`src/rtl/alu_pkg.sv`:
```
// Shared ALU definitions: operation encodings and the default datapath width.
package alu_pkg;

    localparam int unsigned ALU_WIDTH = 16;

    localparam logic [1:0] OP_ADD  = 2'b00;
    localparam logic [1:0] OP_SUB  = 2'b01;
    localparam logic [1:0] OP_AND  = 2'b10;
    localparam logic [1:0] OP_NOTB = 2'b11;

endpackage

```
`src/rtl/alu_addsub.sv`:
```
// Combined adder/subtractor. Subtraction is performed as a + ~b + 1.
// With ALU_FLAGS_EN defined, a signed-overflow output is also provided.
module alu_addsub #(
    parameter int unsigned WIDTH = 16
) (
    input  logic [WIDTH-1:0] a,
    input  logic [WIDTH-1:0] b,
    input  logic             sub,
`ifdef ALU_FLAGS_EN
    output logic             ovf,
`endif
    output logic [WIDTH-1:0] sum
);

    logic [WIDTH-1:0] b_eff;

    // Invert B and inject a carry-in for subtraction; carry-out is dropped.
    always_comb begin
        b_eff = sub ? ~b : b;
        sum   = a + b_eff + WIDTH'(sub);
    end

`ifdef ALU_FLAGS_EN
    // Overflow: effective operands share a sign but the result sign differs.
    // For sub this is "a and b differ in sign, result differs from a".
    always_comb begin
        ovf = (a[WIDTH-1] == b_eff[WIDTH-1]) && (sum[WIDTH-1] != a[WIDTH-1]);
    end
`endif

endmodule

```
`src/rtl/alu.sv`:
```
// Registered 4-operation ALU (add, sub, and, not-B) with a zero flag.
// Optional feature macro ALU_FLAGS_EN adds registered N and V flags.
module alu
    import alu_pkg::*;
#(
    parameter int unsigned WIDTH = ALU_WIDTH
) (
    input  logic             clk,
    input  logic             rst_n,
    input  logic [WIDTH-1:0] Ain,
    input  logic [WIDTH-1:0] Bin,
    input  logic [1:0]       ALUop,
`ifdef ALU_FLAGS_EN
    output logic             N,
    output logic             V,
`endif
    output logic [WIDTH-1:0] out,
    output logic             Z
);

    logic [WIDTH-1:0] sum;
    logic [WIDTH-1:0] result;
    logic             is_sub;

`ifdef ALU_FLAGS_EN
    logic ovf;
    logic v_d;
`endif

    assign is_sub = (ALUop == OP_SUB);

    alu_addsub #(
        .WIDTH(WIDTH)
    ) u_addsub (
        .a   (Ain),
        .b   (Bin),
        .sub (is_sub),
`ifdef ALU_FLAGS_EN
        .ovf (ovf),
`endif
        .sum (sum)
    );

    // Select the operation result from the current inputs.
    always_comb begin
        result = sum;
        unique case (ALUop)
            OP_ADD,
            OP_SUB:  result = sum;
            OP_AND:  result = Ain & Bin;
            OP_NOTB: result = ~Bin;
            default: result = sum;
        endcase
    end

`ifdef ALU_FLAGS_EN
    // Overflow is only meaningful for the arithmetic operations.
    always_comb begin
        v_d = (ALUop == OP_ADD || ALUop == OP_SUB) ? ovf : 1'b0;
    end
`endif

    // Result and flags load together so Z/N/V never lag out.
    always_ff @(posedge clk or negedge rst_n) begin
        if (!rst_n) begin
            out <= '0;
            Z   <= 1'b1;
`ifdef ALU_FLAGS_EN
            N   <= 1'b0;
            V   <= 1'b0;
`endif
        end else begin
            out <= result;
            Z   <= (result == '0);
`ifdef ALU_FLAGS_EN
            N   <= result[WIDTH-1];
            V   <= v_d;
`endif
        end
    end

endmodule

```
`config.mk`:
```
export PLATFORM = sky130hd
export DESIGN_NAME = alu
export DESIGN_NICKNAME = d
export VERILOG_FILES = /design/src/rtl/alu_pkg.sv /design/src/rtl/alu_addsub.sv /design/src/rtl/alu.sv
export SDC_FILE = /design/constraint.sdc
export NUM_CORES = 1
export LEC_CHECK = 0
export ABC_AREA = 1
export CAP_MARGIN = 20
export CORE_MARGIN = 8
export CORE_UTILIZATION = 44
export CTS_BUF_LIST = sky130_fd_sc_hd__clkbuf_4 sky130_fd_sc_hd__clkbuf_8 sky130_fd_sc_hd__clkbuf_16
export DETAILED_ROUTE_END_ITERATION = 6
export HOLD_SLACK_MARGIN = 0.1
export PLACE_DENSITY = 0.73
export SLEW_MARGIN = 20
export SYNTH_ARGS = -nofsm -noshare
export SYNTH_HDL_FRONTEND = slang
export SYNTH_SLANG_ARGS = --single-unit
```
`constraint.sdc`:
```
create_clock -name clk -period 0.8 [get_ports clk]
set_input_delay 0.12 -clock clk [delete_from_list [all_inputs] [get_ports clk]]
set_output_delay 0.12 -clock clk [all_outputs]
set_load 0.03 [all_outputs]
```
==> results, run 1 <==
- The run stopped with a tool error.
- It got as far as 5_1_grt and failed there.
- The tool reported: "[ERROR DPL-0038] Utilization greater than 100%, impossible to legalize".
- After detailed placement, the design holds a cell count of 459.
- In this run the cell area measured after placement is 0.00297 mm².
- The maximum number of pins on one net before global-route repair is 17.
- The number of cells produced by synthesis is 297.
- The floorplan die width is 81.5 µm.
- In this run, synthesis produced a sequential element count of 17.
- Routability-driven placement finished with a final weighted congestion of 0.882.
- The initial utilization of the core area, before any placement, comes to 44.6%.
- The pin category terminating the worst setup path after the last repair is a register input.
- Pin placement for this block handled 53 I/O pins.
- The wire-length estimate of the detail-placed layout is 4.88 mm.
- The cell sitting at the root of the clock tree is a sky130_fd_sc_hd__clkbuf_8.
- The quantity of I/O buffers inserted on ports is 52.
- CTS built an H-tree with a depth of 1.
- The post-synthesis instance area is 0.00189 mm².
- No sink is reached through more buffers than the 2 on the longest clock path.
- The floorplan has 24 rows.
- The synthesized net count is 351.
- In this run the mean area of a mapped cell was 6.36 µm².
- The tree built by TritonCTS fans out to 17 sinks.
- In the global-route stage, repair_timing last flagged the worst endpoint as Z$_DFF_PN1_/D.
- The die is 81.5 µm tall.
- The total CTS buffers is 3.
- The sequential share of the synthesized area is 22.6%.
- For this run, the number of Yosys warnings is 0.
- Yosys mapped the design onto 25 distinct sky130hd cell types.
## cell families after synthesis
| family | after synthesis | synth area share, % |
|---|---|---|
| AND/OR/NAND/NOR | 170 | 39.4 |
| buffers and inverters | 46 | 9.41 |
| AO/OA/AOI/OAI | 30 | 8.88 |
| adder cells (fa/ha/maj) | 18 | 12.3 |
| flip-flops | 17 | 22.6 |
| XOR/XNOR | 16 | 7.42 |
## repair_timing
| item | 4_1_cts |
|---|---|
| gates cloned | 0 |
| setup buffers | 29 |
| pin swaps | 69 |
| hold buffers | 0 |
| gates resized for setup | 138 |
| setup endpoints to repair | 34 |
## Yosys cell counts
master,count,area [µm²]
sky130_fd_sc_hd__or2_2,1,6.26
sky130_fd_sc_hd__a21oi_1,14,70.1
sky130_fd_sc_hd__dfrtp_1,16,400
sky130_fd_sc_hd__nand3b_1,6,45.0
sky130_fd_sc_hd__fa_1,1,20.0
sky130_fd_sc_hd__nor2_1,31,116
sky130_fd_sc_hd__xnor2_1,15,131
sky130_fd_sc_hd__nor3_1,3,15.0
sky130_fd_sc_hd__nand2_1,85,319
sky130_fd_sc_hd__nand3_2,1,10.0
sky130_fd_sc_hd__inv_2,2,7.51
sky130_fd_sc_hd__a31oi_1,12,75.1
sky130_fd_sc_hd__nand2_2,4,25.0
sky130_fd_sc_hd__xor2_1,1,8.76
sky130_fd_sc_hd__nand4_1,1,6.26
sky130_fd_sc_hd__dfstp_2,1,26.3
sky130_fd_sc_hd__nor2_2,1,6.26
sky130_fd_sc_hd__and2_1,2,12.5
sky130_fd_sc_hd__nand3_1,34,170
sky130_fd_sc_hd__o21bai_1,1,7.51
sky130_fd_sc_hd__nand2_4,1,11.3
sky130_fd_sc_hd__buf_2,4,20.0
sky130_fd_sc_hd__o21ai_0,3,15.0
sky130_fd_sc_hd__ha_1,17,213
sky130_fd_sc_hd__inv_1,40,150
## per-stage QoR
step	TNS, ns	setup slack [ns]
CTS	-17.49	-1.27
floorplan	-11.28	-1.01
detailed placement	-25.64	-1.82
global placement	-25.05	-1.78
==> inputs of run 2 (changes only) <==
Settings changed: CORE_UTILIZATION 44 to 40, CTS_BUF_LIST sky130_fd_sc_hd__clkbuf_4 sky130_fd_sc_hd__clkbuf_8 sky130_fd_sc_hd__clkbuf_16 to not set, HOLD_SLACK_MARGIN 0.1 to not set, PLACE_DENSITY 0.73 to not set, PLACE_DENSITY_LB_ADDON set to 0.15.
Clock period 0.8 ns to 1 ns, I/O delays scaled along.
==> results, run 2 <==
- The number of cells produced by synthesis is 297.
- The async set-or-reset flop fraction in the synthesized netlist is 100%.
- The total number of yosys warnings is 0.
- The commonest cells after synthesis are sky130_fd_sc_hd__nand2_1 (85), sky130_fd_sc_hd__inv_1 (40), sky130_fd_sc_hd__nand3_1 (34).
- The type of the worst setup path is primary input to flip-flop.
- The post-synthesis instance area is 0.00189 mm².
- The time the worst path needs with I/O delays and setup is 2.17 ns.
- Clock-pin slew was measured on the worst setup and hold paths at 0.07 ns.
- The gate family responsible for the most delay along the worst path is simple AND/OR/NAND/NOR gates.
- The cell area power density is 1150 mW/mm².
- The final reports fail on negative setup slack.
- The run finished, with violations left.
- The most common cell in the synthesized netlist is sky130_fd_sc_hd__nand2_1.
- Sorting the synthesized cells by area gives the leading types as sky130_fd_sc_hd__dfrtp_1 (21%), sky130_fd_sc_hd__nand2_1 (17%), sky130_fd_sc_hd__ha_1 (11%), sky130_fd_sc_hd__nand3_1 (9.0%), sky130_fd_sc_hd__inv_1 (8.0%).
- The floorplan die width is 84.7 µm.
- After detailed routing, the number of remaining DRC violations is 0.
- Setup violations remaining at the end of the flow were counted as 17.
- The number of failing hold endpoints at the final stage is 0.
- In this run the clock root is driven by a sky130_fd_sc_hd__clkbuf_8.
- The H-tree depth reported by CTS is 1.
- The most common library cell in the layout ignoring fill and taps is sky130_fd_sc_hd__buf_4.
- In this run, CTS created clock tree buffers numbering 3.
- The vertical die dimension is 84.7 µm.
- The part of the cycle the worst path needs is 217%.
- Leaving out fill and tap cells, the most frequent cells in the layout are sky130_fd_sc_hd__buf_4 (85), sky130_fd_sc_hd__nand2_1 (47), sky130_fd_sc_hd__nand2_2 (29).
- The portion of total power attributed to the clock network is 11.3%.
- STA puts the critical path data arrival time at 2.35 ns.
- The type of element launching the critical path is a primary input.
- Entering global routing, the biggest net connects 18 pins.
- Headroom to the max-slew limit came out at 76.6%.
- The maximum achievable frequency is 461 MHz.
- The synthesized area per cell is 6.36 µm².
- VDD sags by at most 0.560 mV.
- out holds more flip-flops than any other register.
- The remaining number of nets flagged by the antenna check after routing is 0.
- After detailed routing, the average wire length per cell comes to 18.6 µm.
- The filler cell count is 220.
- The number of buffers on the longest clock path is 2.
- The proportion of layout cells with a drive suffix above 1 is 53.5%.
- The detailed router finished its first iteration with 202 violations.
- For this block, the routed nets add up to 9.22 mm of wire.
- The class of the most critical hold timing path is primary input to async pin.
- The quantity of I/O buffers inserted on ports is 52.
- The iteration count of the initial detailed-routing pass is 4.
- The final cell count without fillers is 495.
- The post-detailed-placement half-perimeter wirelength is 4.95 mm.
- Summing all multi-input logic gate instances after layout gives 0.00195 mm².
- The post-placement worst setup slack is -1.67 ns.
- The number of max-cap violations is 0.
- The global-route congestion overflow total is 0.
- The placer congestion estimate is 0.904.
- The critical path data required time is 1.18 ns.
- The total inserted antenna cells is 0.
- The flip-flop count of the largest register after layout is 16.
- The share of power burned in registers is 18.1%.
- The initial cell density of the core is 40.8%.
- Net switching is 43.6% of the power.
- The count of flip-flops with a built-in enable after synthesis is 0.
- The buffer and inverter count on the worst path is 5.
- Summed over all nets, the switching power comes to 1.98 mW.
- The row count is 25.
- For this design the top-level I/O count stands at 53.
- The synthesized design contains 17 register bits.
- The critical path goes through buf_12 > inv_16 > buf_12 > nand2_8 > xor2_1 > ha_2 > buf_6 > inv_2 > nand2_2 > nand3_2 > nand3_2 > nor2_2 > nand3_1 > nor2_1 > nand3_1 > nor2_1 > nand3_1 > nor2_1.
- The first global-routing pass estimated 12.2 mm of wire.
- Among all flip-flop cells after synthesis, the most frequent one is sky130_fd_sc_hd__dfrtp_1.
- The most critical setup path has its startpoint at ALUop[1].
- The part of the total power dissipated in combinational logic is 70.6%.
- The final design instance area without fill is 0.00395 mm².
- The via count of the first global-routing pass is 2,728.
- The internal power summed over all cells is 2.56 mW.
- The master of the slowest instance on the critical path is sky130_fd_sc_hd__ha_2.
- The post-synthesis cell type count is 25.
- The number of antenna violations at the first check in global routing is 0.
- Of all cell types, the one taking the most synthesized area is sky130_fd_sc_hd__dfrtp_1.
- The design draws 4.54 mW.
- Summing over every cut layer, the via total after detailed routing is 2,819.
- TritonCTS built the clock tree.
- Of all nets on the critical path, the largest fanout is 4.
- The area enclosed by the die boundary is 0.00717 mm².
- The utilization after layout is 85.3%.
- The synthesized net count is 351.
- After detailed routing, the number of vias per cell comes to 5.69.
- The largest stage delay on the critical path is 0.33 ns.
- In the final layout, the registers with the most flip-flops are out x16, Z x1.
- The number of placed instances with taps included is 457.
- The slew at the pin closest to its max-slew limit is 0.348 ns.
- In the final design database the tool counted 496 nets.
- Across all hold checks on the routed design, the worst slack comes to 0.232 ns.
- The analysis attributes to cell leakage a power of 2.03 nW.
- For this run, the total global-route usage over all layers was measured as 20.4%.
- The most critical setup path has its endpoint at Z.
- The sequential share of the synthesized area is 22.6%.
- The area growth from synthesis to layout is 109%.
- The worst setup path is captured at a flip-flop.
- The final-layout setup total negative slack is -12.92 ns.
- The core outline area is 0.00463 mm².
- The final number of max-transition violations is 0.
- The register area is 427 µm².
- The placed instances occupy a cell area of 0.00296 mm².
- Once routing completed, OpenROAD measured the worst setup slack at -1.17 ns.
- The critical path runs through a total of 18 cells.
- Setup repair after global routing could not meet its margin everywhere.
- The share of synthesized area in the top cell type comes to 21.2%.
- The clock drives 17 sinks.
-- run 2: cell counts after synthesis --
Identical to the previous run, type by type.
-- run 2: layer usage --
metal	vias up	wire (µm)	GRT usage [%]
met5	-	0	0
met1	1339	3480	23.2
met3	53	732	4.39
met2	177	4590	36.8
li1	1250	-	-
met4	0	412	6.47
-- run 2: power by group through the flow --
stage	clock [mW]	combinational, mW	sequential, mW
after floorplan	0	0.917	1.06
after global placement	0	2.03	0.830
after detailed placement	0	2.06	0.835
after CTS	0.502	2.68	0.822
after global routing	0.550	3.36	0.830
final	0.515	3.20	0.821
-- run 2: worst min-delay path by stage --
stage                     cells after the start  slack, ns     end   from
after floorplan                               0      -0.15  out[0]  rst_n
after global placement                        2       0.50  out[5]  rst_n
after detailed placement                      2       0.51  out[5]  rst_n
after CTS                                     2       0.24  out[7]  rst_n
after global routing                          2       0.25  out[7]  rst_n
final                                         2       0.23  out[7]  rst_n
-- run 2: logic make-up after synthesis --
kind of cell    Yosys count  synth area share [%]
compound gates           30                  8.88
xor+xnor                 16                  7.42
fa+ha+maj                18                  12.3
buf+inv                  46                  9.41
flops                    17                  22.6
simple gates            170                  39.4
-- run 2: timing repair --
| item | 4_1_cts | 5_1_grt |
|---|---|---|
| setup endpoints to repair | 18 | 18 |
| hold buffers | 0 | 0 |
| pin swaps | 69 | 45 |
| gates cloned | 1 | 0 |
| setup buffers | 28 | 7 |
| gates resized for setup | 120 | 68 |
-- run 2: area by class of cell --
class	instances	share of cell area (%)
inverters	42	4.40
flip-flops and latches	17	10.8
repair buffers	143	32.5
clock inverters	1	0.127
well taps	54	1.71
clock buffers	3	1.05
multi-input cells	235	49.4
Power figures use the tool's default switching activity.
==> inputs of run 3 (changes only) <==
Settings changed: CORE_MARGIN 8 to 2, DONT_BUFFER_PORTS set to 1, HOLD_SLACK_MARGIN set to 0.06.
==> results, run 3 (same netlist as run 2, synthesis figures left out) <==
- The total inserted antenna cells is 0.
- Detailed routing placed a total of 3.30 mm of wire on met2.
- The flow ran to the end, but the final reports show violations.
- Ranked by flip-flop count, first place goes to out.
- The final layout contains routed wiring with a total length of 6.62 mm.
- The critical path ends at Z.
- The number of placed instances with taps included is 386.
- The iteration-0 DRC count of the detailed router is 195.
- The placer congestion estimate is 0.856.
- In this run the worst setup path begins at ALUop[1].
- The clock root buffer master is sky130_fd_sc_hd__clkbuf_8.
- Based on the critical path, the design can be clocked at up to 527 MHz.
- The number of top-level pins is 53.
- The largest registers in the layout are out x16, Z x1.
- The worst setup path is launched from a primary input.
- Across every metal layer, demand over resource in global routing totals 22.0%.
- The H-tree depth reported by CTS is 1.
- After layout, the worst setup slack is -0.898 ns.
- Prior to clock tree synthesis, the placed netlist has a worst setup slack of -1.07 ns.
- Setup violations remaining at the end of the flow were counted as 16.
- The time the worst path needs with I/O delays and setup is 1.90 ns.
- The first-pass GRT wire length is 9.28 mm.
- TritonCTS built the clock tree.
- The clock passes through at most 2 buffers.
- The worst pin sits at a relative slew slack of 55.4%.
- The remaining number of nets flagged by the antenna check after routing is 0.
- The total CTS buffers is 3.
- The register with the most flip-flops in the layout has 16 of them.
- Entering global routing, the biggest net connects 18 pins.
- Setup repair after global routing could not meet its margin everywhere.
- The post-route netlist has 50.3% of its cells at a drive strength greater than 1.
- The total area inside the core boundary comes to 0.00444 mm².
- The per-cell routed wire length is 15.9 µm.
- The vertical die dimension is 72.7 µm.
- The pre-antenna-repair detailed-routing pass consisted of 5 iterations.
- The die covers 0.00529 mm².
- The post-CTS clock slew at the launch and capture registers of the worst setup and hold paths is 0.05 ns.
- After detailed routing, the wire length on met1 is 2.52 mm.
- The floorplan die width is 72.7 µm.
- After global routing the overflow that remains totals 0.
- The largest stage delay on the critical path is 0.31 ns.
- The worst supply voltage drop on vdd is 0.590 mV.
- The CTS sink count is 17.
- Traced cell by cell, the critical path runs through clkinv_16 > nand2_8 > buf_12 > xnor2_4 > ha_4 > nand4_1 > nor3_2 > nand2_1 > a21oi_1 > nor2_1 > nor2_1 > nand3_1 > nor2_1.
- The number of antenna violations at the first check in global routing is 0.
- The master of the slowest instance on the critical path is sky130_fd_sc_hd__ha_4.
- The worst-path maximum fanout is 8.
- The area growth from synthesis to layout is 73.6%.
- Hold timing on the final database bottoms out at a slack of 0.176 ns.
- Signal routing reaches up to met4.
- The total power draw is 3.88 mW.
- Using the TritonRoute via totals, the vias-per-cell ratio works out to 5.54.
- Max-cap violations in this run came to 0.
- For the worst setup path, the data arrival time is 2.07 ns.
- The analysis attributes to cell leakage a power of 1.58 nW.
- The via count of the first global-routing pass is 2,074.
- The initial cell density of the core is 42.5%.
- By instance count, the cell type seen most on the critical path is sky130_fd_sc_hd__nor2_1.
- The part of the cycle the worst path needs is 190%.
- In this run the worst hold path is classified as primary input to flip-flop.
- In this run the power density over the cells is 1180 mW/mm².
- The final number of max-transition violations is 0.
- The number of nets in the layout is 419.
- The post-detailed-placement half-perimeter wirelength is 4.38 mm.
- In this run the tool buffered the top-level ports with 0 buffer cells.
- In the layout the commonest cells are sky130_fd_sc_hd__nand2_1 (50), sky130_fd_sc_hd__buf_4 (50), sky130_fd_sc_hd__nand2_2 (31).
- Detailed routing inserted a total of 2,305 vias.
- STA classifies the critical path endpoint as a flip-flop.
- The slew at the pin closest to its max-slew limit is 0.667 ns.
- Summed over all nets, wire length on met3 after detailed routing comes to 628 µm.
- The row count is 24.
- By startpoint and endpoint, the worst setup path is classified as primary input to flip-flop.
- The checks that failed: negative setup slack.
- The critical path data required time is 1.17 ns.
- For this run, the number of standard cells in the final layout without fillers is 416.
- The number of failing hold endpoints at the final stage came to 0.
- For this run, design rule violations remaining after detail routing come to 0.
-- run 3: changes by cell type in the layout (fill, tap and decap cells not counted), sizes merged --
cell and delta:
nand2 -1, dlymetal6s2s -6, inv -1, clkbuf -1, clkdlybuf4s50 -16, buf -45
dlygate4sd2 -8, dlygate4sd3 +1
-- run 3: layout make-up --
| class | count | area, µm² |
|---|---|---|
| clock buffers | 4 | 45.0 |
| fillers | 294 | 1170 |
| inverters | 42 | 189 |
| multi-input cells | 234 | 1950 |
| flip-flops and latches | 17 | 427 |
| well taps | 52 | 65.1 |
| repair buffers | 67 | 601 |
-- run 3: worst min path at each step --
| stage | from | to | depth (start not counted) |
|---|---|---|---|
| after floorplan | rst_n | out[0] | 0 |
| after global placement | rst_n | out[4] | 0 |
| after detailed placement | rst_n | out[1] | 0 |
| after CTS | Bin[9] | out[9] | 3 |
| after global routing | Bin[11] | out[11] | 3 |
| final | Bin[9] | out[9] | 3 |
-- run 3: per-layer routing --
| metal | up-vias | global-route usage, % |
|---|---|---|
| li1 | 1087 | - |
| met1 | 1052 | 30.7 |
| met2 | 144 | 37.1 |
| met3 | 22 | 1.38 |
| met4 | 0 | 5.56 |
| met5 | - | 0 |
-- run 3: stage by stage --
stage / TNS, ns / cell area (µm²) / util (%)
6_report: -8.95 / 3280 / 73.7
5_1_grt: -10.17 / 3280 / 73.7
4_1_cts: -8.22 / 2750 / 61.8
3_5_place_dp: -12.79 / 2350 / 52.9
3_3_place_gp: -12.46 / 2350 / 52.9
2_1_floorplan: -8.56 / 1970 / -
-- run 3: power breakdown --
group	switching (mW)	total, mW	internal, mW
registers	0.259	1.05	0.794
clock network	0.181	0.462	0.281
logic	1.18	2.36	1.19
total	1.62	3.88	2.26
-- run 3: critical path: cells and delay by family --
| family | cells | cell delay (ns) |
|---|---|---|
| simple gates | 8 | 1.11 |
| xor+xnor | 1 | 0.15 |
| fa+ha+maj | 1 | 0.31 |
| compound gates | 1 | 0.13 |
| buf+inv | 2 | 0.21 |
-- run 3: repair_timing --
action	CTS	global route
endpoints found under the hold margin	17	0
setup buffers	17	11
setup endpoints to repair	17	17
gates resized for setup	50	88
hold buffers	1	0
pin swaps	38	47
